`src/rtl/hazard_pkg.sv`:
```
// Shared types and select encoding for the hazard/forwarding unit.
package hazard_pkg;

    // Widest register index an entry can hold; narrower indices are zero-extended.
    localparam int RD_MAX_W = 8;

    // Select value meaning "read the register file".
    localparam int SEL_RF = 0;

    typedef struct packed {
        logic                valid;
        logic                regwrite;
        logic                is_load;
        logic [RD_MAX_W-1:0] rd;
    } hz_entry_t;

    function automatic int sel_width(input int fwd_stages);
        return $clog2(fwd_stages + 1);
    endfunction

endpackage

```
`src/rtl/hazard_src_match.sv`:
```
// Priority match of one ID source operand against the in-flight entries.
module hazard_src_match
    import hazard_pkg::*;
#(
    parameter int REG_AW     = 5,
    parameter int FWD_STAGES = 2,
    parameter int LOAD_STAGE = 1,
    parameter int SELW       = 2
) (
    input  logic [REG_AW-1:0]                rs,
    input  logic                             used,
    input  logic                             id_valid,
    input  hz_entry_t [FWD_STAGES-1:0]       ent,
    output logic [SELW-1:0]                  sel,
    output logic                             hazard
);

    logic hit;
    logic hit_load;
    int   hit_k;

    // Scan oldest to youngest so the youngest match is the one left standing.
    always_comb begin
        hit      = 1'b0;
        hit_load = 1'b0;
        hit_k    = 0;
        for (int k = FWD_STAGES - 1; k >= 0; k--) begin
            if (ent[k].valid && ent[k].regwrite && (ent[k].rd != '0) &&
                (ent[k].rd == RD_MAX_W'(rs)) && used && id_valid) begin
                hit      = 1'b1;
                hit_k    = k;
                hit_load = ent[k].is_load;
            end
        end
    end

    always_comb begin
        hazard = hit && hit_load && (hit_k < LOAD_STAGE);
        sel    = (hit && !hazard) ? SELW'(hit_k + 1) : SELW'(SEL_RF);
    end

endmodule

```
`src/rtl/hazard_fwd_unit.sv`:
```
// In-flight destination tracker producing forward selects, load-use stall and bubble.
// Optional stall counter ports/logic enabled by defining HAZARD_STALL_CNT_EN.
module hazard_fwd_unit
    import hazard_pkg::*;
#(
    parameter int REG_AW     = 5,
    parameter int NUM_SRC    = 2,
    parameter int FWD_STAGES = 2,
    parameter int LOAD_STAGE = 1
) (
    input  logic                                       clk,
    input  logic                                       rst_n,
    input  logic                                       id_valid,
    input  logic [NUM_SRC*REG_AW-1:0]                  id_rs,
    input  logic [NUM_SRC-1:0]                         id_rs_used,
    input  logic [REG_AW-1:0]                          id_rd,
    input  logic                                       id_regwrite,
    input  logic                                       id_is_load,
    input  logic                                       flush,
`ifdef HAZARD_STALL_CNT_EN
    input  logic                                       stall_cnt_clr,
    output logic [31:0]                                stall_cnt,
`endif
    output logic [NUM_SRC*sel_width(FWD_STAGES)-1:0]   fwd_sel,
    output logic                                       stall,
    output logic                                       bubble
);

    localparam int SELW = sel_width(FWD_STAGES);

    hz_entry_t [FWD_STAGES-1:0] ent_q;
    hz_entry_t [FWD_STAGES-1:0] ent_d;
    logic      [NUM_SRC-1:0]    src_hazard;

    for (genvar i = 0; i < NUM_SRC; i++) begin : g_src
        hazard_src_match #(
            .REG_AW     (REG_AW),
            .FWD_STAGES (FWD_STAGES),
            .LOAD_STAGE (LOAD_STAGE),
            .SELW       (SELW)
        ) u_match (
            .rs       (id_rs[i*REG_AW +: REG_AW]),
            .used     (id_rs_used[i]),
            .id_valid (id_valid),
            .ent      (ent_q),
            .sel      (fwd_sel[i*SELW +: SELW]),
            .hazard   (src_hazard[i])
        );
    end

    // Flush overrides a load-use hazard: the dependent instruction is gone anyway.
    assign stall  = (|src_hazard) && !flush;
    assign bubble = stall || flush;

    always_comb begin
        ent_d             = '0;
        ent_d[0].valid    = id_valid && !stall && !flush;
        ent_d[0].regwrite = id_regwrite;
        ent_d[0].is_load  = id_is_load;
        ent_d[0].rd       = RD_MAX_W'(id_rd);
        for (int k = 1; k < FWD_STAGES; k++) begin
            ent_d[k] = ent_q[k-1];
            // A flush also kills the instruction leaving EX.
            if (k == 1 && flush) ent_d[k].valid = 1'b0;
        end
    end

    always_ff @(posedge clk or negedge rst_n) begin
        if (!rst_n) ent_q <= '0;
        else        ent_q <= ent_d;
    end

`ifdef HAZARD_STALL_CNT_EN
    always_ff @(posedge clk or negedge rst_n) begin
        if (!rst_n)                          stall_cnt <= '0;
        else if (stall_cnt_clr)              stall_cnt <= '0;
        else if (stall && stall_cnt != '1)   stall_cnt <= stall_cnt + 32'd1;
    end
`endif

endmodule

```
`config.mk`:
```
export PLATFORM = sky130hd
export DESIGN_NAME = hazard_fwd_unit
export DESIGN_NICKNAME = d
export VERILOG_FILES = /design/src/rtl/hazard_pkg.sv /design/src/rtl/hazard_src_match.sv /design/src/rtl/hazard_fwd_unit.sv
export SDC_FILE = /design/constraint.sdc
export NUM_CORES = 1
export LEC_CHECK = 0
export BUFFER_PORTS_ARGS = -buffer_cell sky130_fd_sc_hd__buf_2
export CAP_MARGIN = 30
export CORE_MARGIN = 2
export CORE_UTILIZATION = 45
export CTS_CLUSTER_DIAMETER = 50
export DETAILED_ROUTE_END_ITERATION = 10
export PLACE_DENSITY = 0.75
export SKIP_CTS_REPAIR_TIMING = 1
export SYNTH_ARGS = -nofsm -noshare
export SYNTH_HDL_FRONTEND = slang
export SYNTH_SLANG_ARGS = --single-unit
```
`constraint.sdc`:
```
create_clock -name clk -period 2 [get_ports clk]
set_clock_uncertainty 0.1 [all_clocks]
set_input_delay 0.4 -clock clk [delete_from_list [all_inputs] [get_ports clk]]
set_output_delay 0.4 -clock clk [all_outputs]
set_load 0.02 [all_outputs]
```
# --- Word level (Yosys, flattened, before mapping) ---
# Index checks and enable logic that the tools add are counted.
word_totals:
  regBits: 16
  latchBits: 0
  ram_bits: 0
  mem_bits_ro: 0
  in_bits: 23
  elab_cells: 64
  memories: 0
classes:
  addsub: 2
  mul: 0
  n_div: 0
  n_lt_le_gt_ge: 2
  eq_ne: 4
  shift: 0
  mux: 15
  bitwise: 0
  reduce_logical: 33
ops:
  columns: ["operator", "count"]
  rows:
  - ["$logic_and 1x1->1", 25]
  - ["$eq 5x5->1", 4]
  - ["$reduce_bool 8->1", 2]
  - ["$mux 1", 13]
  - ["$add 1x1->2 const B", 2]
  - ["$logic_not 1->1", 4]
  - ["$mux 2", 2]
  - ["$lt 1x1->1 const B", 2]
  - ["$reduce_or 2->1", 1]
  - ["$logic_or 1x1->1", 1]

# --- Longest topological paths before layout ---
# Gate-level depths: netlist of the first run.
depth:
  ltp_word: 14
  mapped_depth: 5
  ltp_nobuf: 5

# --- Cells and area by module ---
# Synthesis of the first run repeated with hierarchy kept, for this count alone.
hier_totals:
  cells_unflattened: 71
  area_unflattened_um2: 800.8
modules_own_cells:
  columns: ["module", "instances", "cells_per_inst", "area_per_inst_um2"]
  rows:
  - ["hazard_fwd_unit", 1, 21, 437.9]
  - ["hazard_src_match", 2, 25, 181.4]

# --- Worst setup path before layout of the first run ---
# Ideal clock, no wire load.
synth_timing:
  path_kind: "register -> output"
  startpoint: "register ent_q, in the netlist ent_d[12]"
  endpoint: "output port fwd_sel[3]"
  arrival_time_ns: 1.689
  slack_ns: -0.189
  path_stages_with_launch: 5
  n_path_buf: 0
  path_cell_list: "dfrtp_1 -> or4_4 -> o211ai_4 -> nor2_1 -> nor3_1"
synth_between:
  elab_chain_cells: 11
synth_rtl:
  columns: ["item", "line_no", "source"]
  rows:
  - ["start, declared", "hazard_fwd_unit.sv:31", "hz_entry_t [FWD_STAGES-1:0] ent_q;"]
  - ["start signal, assigned", "hazard_fwd_unit.sv:70", "else ent_q <= ent_d;"]
  - ["$reduce_bool 8->1", "hazard_src_match.sv:28", "if (ent[k].valid && ent[k].regwrite && (ent[k].rd != '0) &&"]
  - ["$logic_and 1x1->1", "hazard_src_match.sv:28", null]
  - ["$logic_and 1x1->1 (*)", "hazard_src_match.sv:28", null]
  - ["$logic_and 1x1->1 (*) (2 in series)", "hazard_src_match.sv:29", "(ent[k].rd == RD_MAX_W'(rs)) && used && id_valid) begin"]
  - ["$mux 1", "hazard_src_match.sv:28", null]
  - ["$lt 1x1->1 / $logic_and 1x1->1 (equally long branches)", "hazard_src_match.sv:38", "hazard = hit && hit_load && (hit_k < LOAD_STAGE);"]
  - ["$logic_and 1x1->1", "hazard_src_match.sv:38", null]
  - ["$logic_not 1->1", "hazard_src_match.sv:39", "sel = (hit && !hazard) ? SELW'(hit_k + 1) : SELW'(SEL_RF);"]
  - ["$logic_and 1x1->1", "hazard_src_match.sv:39", null]
  - ["$mux 2 (*)", "hazard_src_match.sv:39", null]
  - ["end, declared", "hazard_fwd_unit.sv:24", "output logic [NUM_SRC*sel_width(FWD_STAGES)-1:0] fwd_sel,"]
# Every way passes the cells marked *; elsewhere a longest branch is shown, timed or not.

# --- Worst setup path after layout of the first run ---
layout_timing:
  startpoint: "register ent_q, in the netlist ent_d[13]"
  endpoint: "output port bubble"
layout_between:
  elab_chain_cells: 11
layout_rtl:
  columns: ["item", "line_no", "source"]
  rows:
  - ["$reduce_bool 8->1", "hazard_src_match.sv:28", null]
  - ["$logic_and 1x1->1 (2 in series)", "hazard_src_match.sv:28", null]
  - ["$logic_and 1x1->1 (2 in series)", "hazard_src_match.sv:29", null]
  - ["$mux 1", "hazard_src_match.sv:28", null]
  - ["$lt 1x1->1 / $logic_and 1x1->1 (equally long branches)", "hazard_src_match.sv:38", null]
  - ["$logic_and 1x1->1", "hazard_src_match.sv:38", null]
  - ["$reduce_or 2->1 (*)", "hazard_fwd_unit.sv:52", "assign stall = (|src_hazard) && !flush;"]
  - ["$logic_and 1x1->1 (*)", "hazard_fwd_unit.sv:52", null]
  - ["$logic_or 1x1->1 (*)", "hazard_fwd_unit.sv:53", "assign bubble = stall || flush;"]
  - ["end, declared", "hazard_fwd_unit.sv:26", "output logic bubble"]
# Marks and branches as above.

==> impl_metrics.ini, run 1 <==
[synthesis]
syn_inst = 59
yosysMostFrequentCell = xor2_1
synth_common_cells = 16 x xor2_1, 15 x dfrtp_1, 4 x nand4_1, 4 x nor3_1, 4 x xnor2_1
syn_area_um2 = 724
ys_seq_area_share_pct = 51.8
synth-edff-count = 0
yosysTopAreaCellShare_pct = 51.8
yosysWarnings = 0
synth_area_leaders = dfrtp_1 52%, xor2_1 19%, xnor2_1 4.8%
ys_seq_elements = 15
synthFlopType = dfrtp_1
synth_nets = 82
syn_area_per_cell_um2 = 12.3
yosys.area.top_type = dfrtp_1
ys_async_sr_fraction_pct = 100
ys_types = 17

[power]
p_int_uw = 457
p_sw_share_pct = 24.1
p_total_uw = 602
power_density_nw_per_um2 = 541
irDropWorstVdd_mv = 0.434
sequentialPowerShare_pct = 55.4
combPwrFrac_pct = 18.2
clockPowerShare_pct = 26.3
p_sw_uw = 145
p_leak_nw = 0.508

[sta]
fin_setup_tns_ns = -2.63
slew_viol_final = 0
post-route-min-period_ns = 2.53
relSlewSlack_pct = 79.3
max_freq_ghz = 0.395
hold_violations = 0
period_share_pct = 127
worst_pin_slew_ns = 0.310
setup_viol = 6
setup_ws_ns = -0.532
rsz0062_at_grt = yes

[worst_setup_path]
cp.arrival_ns = 2.03
crit_path_max_incr_delay_ns = 0.56
cp_cell_sequence = or4_4 > o211ai_4 > a211oi_2 > or2_4 > buf_6
cp-start-kind = flip-flop
r2r_setup_slack_ns = 0.12
path_max_fanout = 4
r2r-end = ent_q[10]
end_kind = primary output
crit_slowest_cell = or4_4
r2r_cells = 5
cp.required_ns = 1.50
critPathKind = reg2out
rr_startpoint = ent_d[13]

[min_path]
hold_depth = 1
hp-start = id_is_load
hold_class = in2reg
hold_end = ent_d[19]

[detailed_routing]
drtIter0Drc = 2
drc = 0
routed_via_density = 4.93
ant_nets = 0
routed_wl_um = 1510
drtPass1Iterations = 4
num_vias = 616
post_drt_wl_per_cell_um = 12.0

[clock_tree]
cts_buffers = 3
cts_root_buffer = clkbuf_4
cts_sinks = 15
clockBufferDepth = 2
clkTransAtPathRegs_ns = 0.08
htreeDepth = 1
clkLatencyLatePin_ns = 0.27
cts_tree = done

[status]
violations = setup timing
outcome = finished with violations

[cells_and_area]
final_util_pct = 73.9
drive_gt1_share_pct = 55.0
regArea_um2 = 378
fillers = 106
fin_cells = 125
nets = 133
multi_input_comb_area_um2 = 384
insertedDiodeCount = 0
area_growth_pct = 53.7

[global_route]
grt_pass1_vias = 618
track_usage_pct = 17.2
grt_overflow_total = 0
grt_pass1_wl_um = 2410
grt_start_max_net_pins = 16
antenna_found_initial = 0

[floorplan]
initial_core_util_pct = 48.1
core_um2 = 1510
die_w_um = 44.1
die_area_um2 = 1950
die_h_um = 44.1
pin_count = 29
placementRows = 14

[place]
io_buffers = 28
hpwl_um = 1210
dp.cells = 119
dp_worst_setup_slack_ns = -0.286
place.gp.congestion = 0.899

[job]
cap_violations = 0
[power groups by stage]
stage	Combinational [mW]	Sequential [mW]	Clock [mW]
finish	0.110	0.334	0.159
global route	0.120	0.336	0.181
CTS	0.106	0.333	0.166
detailed placement	0.106	0.339	0
global placement	0.103	0.339	0
floorplan	0.0412	0.338	0
[cells by family after synthesis]
kind of cell	share of synthesized area, %
buffers and inverters	0.518
XOR/XNOR	24.2
flip-flops	51.8
AO/OA/AOI/OAI	5.70
AND/OR/NAND/NOR	17.8
[how the worst max path moves through the flow]
stage / start / endpoint / slack (ns) / depth (start not counted)
final: ent_d[13] / bubble / -0.53 / 5
after global routing: ent_d[13] / bubble / -0.60 / 5
after CTS: ent_d[13] / stall / -0.54 / 7
after detailed placement: id_rs[3] / stall / -0.29 / 7
after global placement: id_rs[3] / stall / -0.25 / 7
after floorplan: ent_d[12] / fwd_sel[3] / -0.02 / 4
[cell usage in the layout, fill, tap and decap left out]
cell	instances
buf_4	19
nor3_1	1
or4_4	1
clkbuf_1	1
xnor2_1	4
buf_2	23
xor2_1	16
or4_1	1
nor3b_1	1
nor3_4	1
nor4_2	1
nor4_1	3
o211ai_1	1
nor2_1	1
dfrtp_1	13
inv_1	1
nor2b_4	1
dlygate4sd3_1	1
nor2b_1	1
nor2_4	1
buf_6	3
dfrtp_2	2
nor3_2	2
clkbuf_4	3
or2_4	1
o211ai_4	1
a211oi_2	1
nand4_1	4
[routing by layer]
layer	up-vias	share of wire [%]	global-route usage (%)	wire, um
met4	0	1.7	12.1	26
met2	19	49	27.6	741
li1	309	-	-	-
met1	284	44	21.7	655
met5	-	0	0	0
met3	4	5.4	1.63	81
[final cells by class]
cell class | instances | area share [%]
multi-input cells | 43 | 34.5
flip-flops and latches | 15 | 33.9
inverters | 1 | 0.337
repair buffers | 46 | 27.1
well taps | 16 | 1.80
clock buffers | 4 | 2.36
[sequential cells by signal, indices dropped and copies added, names as in the netlist]
register / flops
ent_d: 7
ent_q: 8
[per-stage QoR]
stage          area, um^2  hold WS, ns
6_report             1110        0.131
5_1_grt              1110        0.114
4_1_cts              1060      -0.0890
3_5_place_dp         1030        0.211
3_3_place_gp         1030        0.203
2_1_floorplan         751      0.00441
[worst max-delay path, delay by kind of cell, from the launching register on]
| kind | cells | cell delay, ns |
|---|---|---|
| flip-flops | 1 | 0.45 |
| AND/OR/NAND/NOR | 2 | 0.82 |
| AO/OA/AOI/OAI | 2 | 0.38 |
| buffers and inverters | 1 | 0.13 |
Power figures use the tool's default switching activity.
==> run 2, diff against run 1 <==
- CORE_MARGIN: 2 -> 4
==> run 2 against run 1 <==
The flow still finishes with violations (setup timing). Clock power about the same. Cell area up 4.4%. First-iteration DRC count rose to 2.5 times the previous value. Count of clock-buffer cells in the layout unchanged. Sequential power about the same. Power up 1.9%. Largest cell class unchanged. Largest power group unchanged.
==> impl_metrics.ini, run 2 (synthesis gave the netlist of run 1 again) <==
[cells_and_area]
final_common_cell = buf_2
top_register = ent_q
largest_reg_flops = 8
final_area_um2 = 1160
fillers = 101
fin_cells = 126
nets = 134
most-common-layout-cells = 22 x buf_2, 18 x buf_4, 15 x xor2_1
area_growth_pct = 60.4
final_util_pct = 77.2
drive_gt1_share_pct = 60.0
insertedDiodeCount = 0

[worst_setup_path]
cp.arrival_ns = 1.98
path_max_fanout = 4
path_buf_inv = 1
cp-start-kind = flip-flop
critPathKind = reg2out
cp.required_ns = 1.50
end_kind = primary output
r2r_cells = 4
crit_slowest_cell = or4_4
path_depth = 5
crit_path_max_incr_delay_ns = 0.57
critPathTopFamily = simple AND/OR/NAND/NOR gates
cp_cell_sequence = or4_4 > o211ai_4 > a211oi_2 > or2_4 > buf_6

[floorplan]
die_h_um = 48.1
die_area_um2 = 2320
core_um2 = 1510
initial_core_util_pct = 48.1
pin_count = 29
placementRows = 14
die_w_um = 48.1

[detailed_routing]
post_drt_wl_per_cell_um = 13.9
ant_nets = 0
num_vias = 609
routed_wl_um = 1750
routed_via_density = 4.83
drtPass1Iterations = 2
drc = 0
drtIter0Drc = 5

[clock_tree]
cts_sinks = 15
cts_tree = done
clockBufferDepth = 2
cts_buffers = 3
clkTransAtPathRegs_ns = 0.08
htreeDepth = 1
clkLatencyLatePin_ns = 0.27
cts_root_buffer = clkbuf_4

[sta]
hold_slack_ns = 0.129
post-route-min-period_ns = 2.48
hold_violations = 0
setup_viol = 6
slew_viol_final = 0
period_share_pct = 124
worst_pin_slew_ns = 0.332
rsz0062_at_grt = yes
relSlewSlack_pct = 77.7
setup_ws_ns = -0.481
max_freq_ghz = 0.403

[min_path]
hold_depth = 1
hold_class = in2reg

[global_route]
grt_pass1_vias = 581
grt_pass1_wl_um = 2480
track_usage_pct = 16.5
grt_overflow_total = 0
grt_start_max_net_pins = 16
antenna_found_initial = 0

[job]
cap_violations = 0

[power]
sequentialPowerShare_pct = 54.6
p_leak_nw = 0.522
p_sw_uw = 152
combPwrFrac_pct = 19.3
clockPowerShare_pct = 26.1
power_density_nw_per_um2 = 528
irDropWorstVdd_mv = 0.471
p_int_uw = 461
p_sw_share_pct = 24.8

[place]
place.gp.congestion = 0.838
io_buffers = 28
hpwl_um = 1400
dpl_cell_area_um2 = 1040
dp.cells = 120
dp_worst_setup_slack_ns = -0.266

[status]
outcome = finished with violations
violations = setup timing
==> run 2: per-layer routing <==
layer / global-route usage (%) / vias up / wire length, um
met5: 0 / - / 0
met3: 1.85 / 4 / 113
met1: 19.6 / 275 / 705
met2: 28.5 / 18 / 887
met4: 9.68 / 0 / 39
li1: - / 312 / -
==> run 2: worst paths after layout <==
kind	end	from	slack, ns
worst max-delay path	bubble	ent_d[13]	-0.48
worst min-delay path	ent_d[14]	id_rd[3]	0.13
worst max register to register	ent_q[10]	ent_d[13]	0.23
worst min register to register	ent_q[20]	ent_d[20]	0.34
max in group asynchronous	ent_d[13]	rst_n	1.09
min in group asynchronous	ent_q[13]	rst_n	0.45
==> run 2: per-stage QoR <==
stage,TNS [ns],power (mW)
global route,-3.16,0.646
CTS,-2.46,0.613
finish,-2.71,0.613
floorplan,-0.0237,0.379
detailed placement,-0.973,0.448
global placement,-0.933,0.443
==> run 2: final cells by class <==
| cell class | count | area [um^2] | share of cell area (%) |
|---|---|---|---|
| Sequential cell | 15 | 380 | 32.7 |
| Clock buffer | 4 | 26.3 | 2.26 |
| Tap cell | 16 | 20.0 | 1.72 |
| Multi-Input combinational cell | 43 | 409 | 35.2 |
| Inverter | 1 | 3.75 | 0.323 |
| Timing Repair Buffer | 47 | 323 | 27.8 |
==> run 2: power groups by stage <==
stage	logic (mW)	registers [mW]	clock network, mW
final	0.118	0.335	0.160
after global routing	0.129	0.338	0.180
after CTS	0.109	0.334	0.170
after detailed placement	0.109	0.340	0
after global placement	0.104	0.339	0
after floorplan	0.0412	0.338	0
==> run 2: worst register-to-register path: cells and delay by family, from the launching register on <==
family / cells / cell delay [ns]
and+or+nand+nor: 2 / 0.81
AOI/OAI and AO/OA: 2 / 0.30
DFF: 1 / 0.46
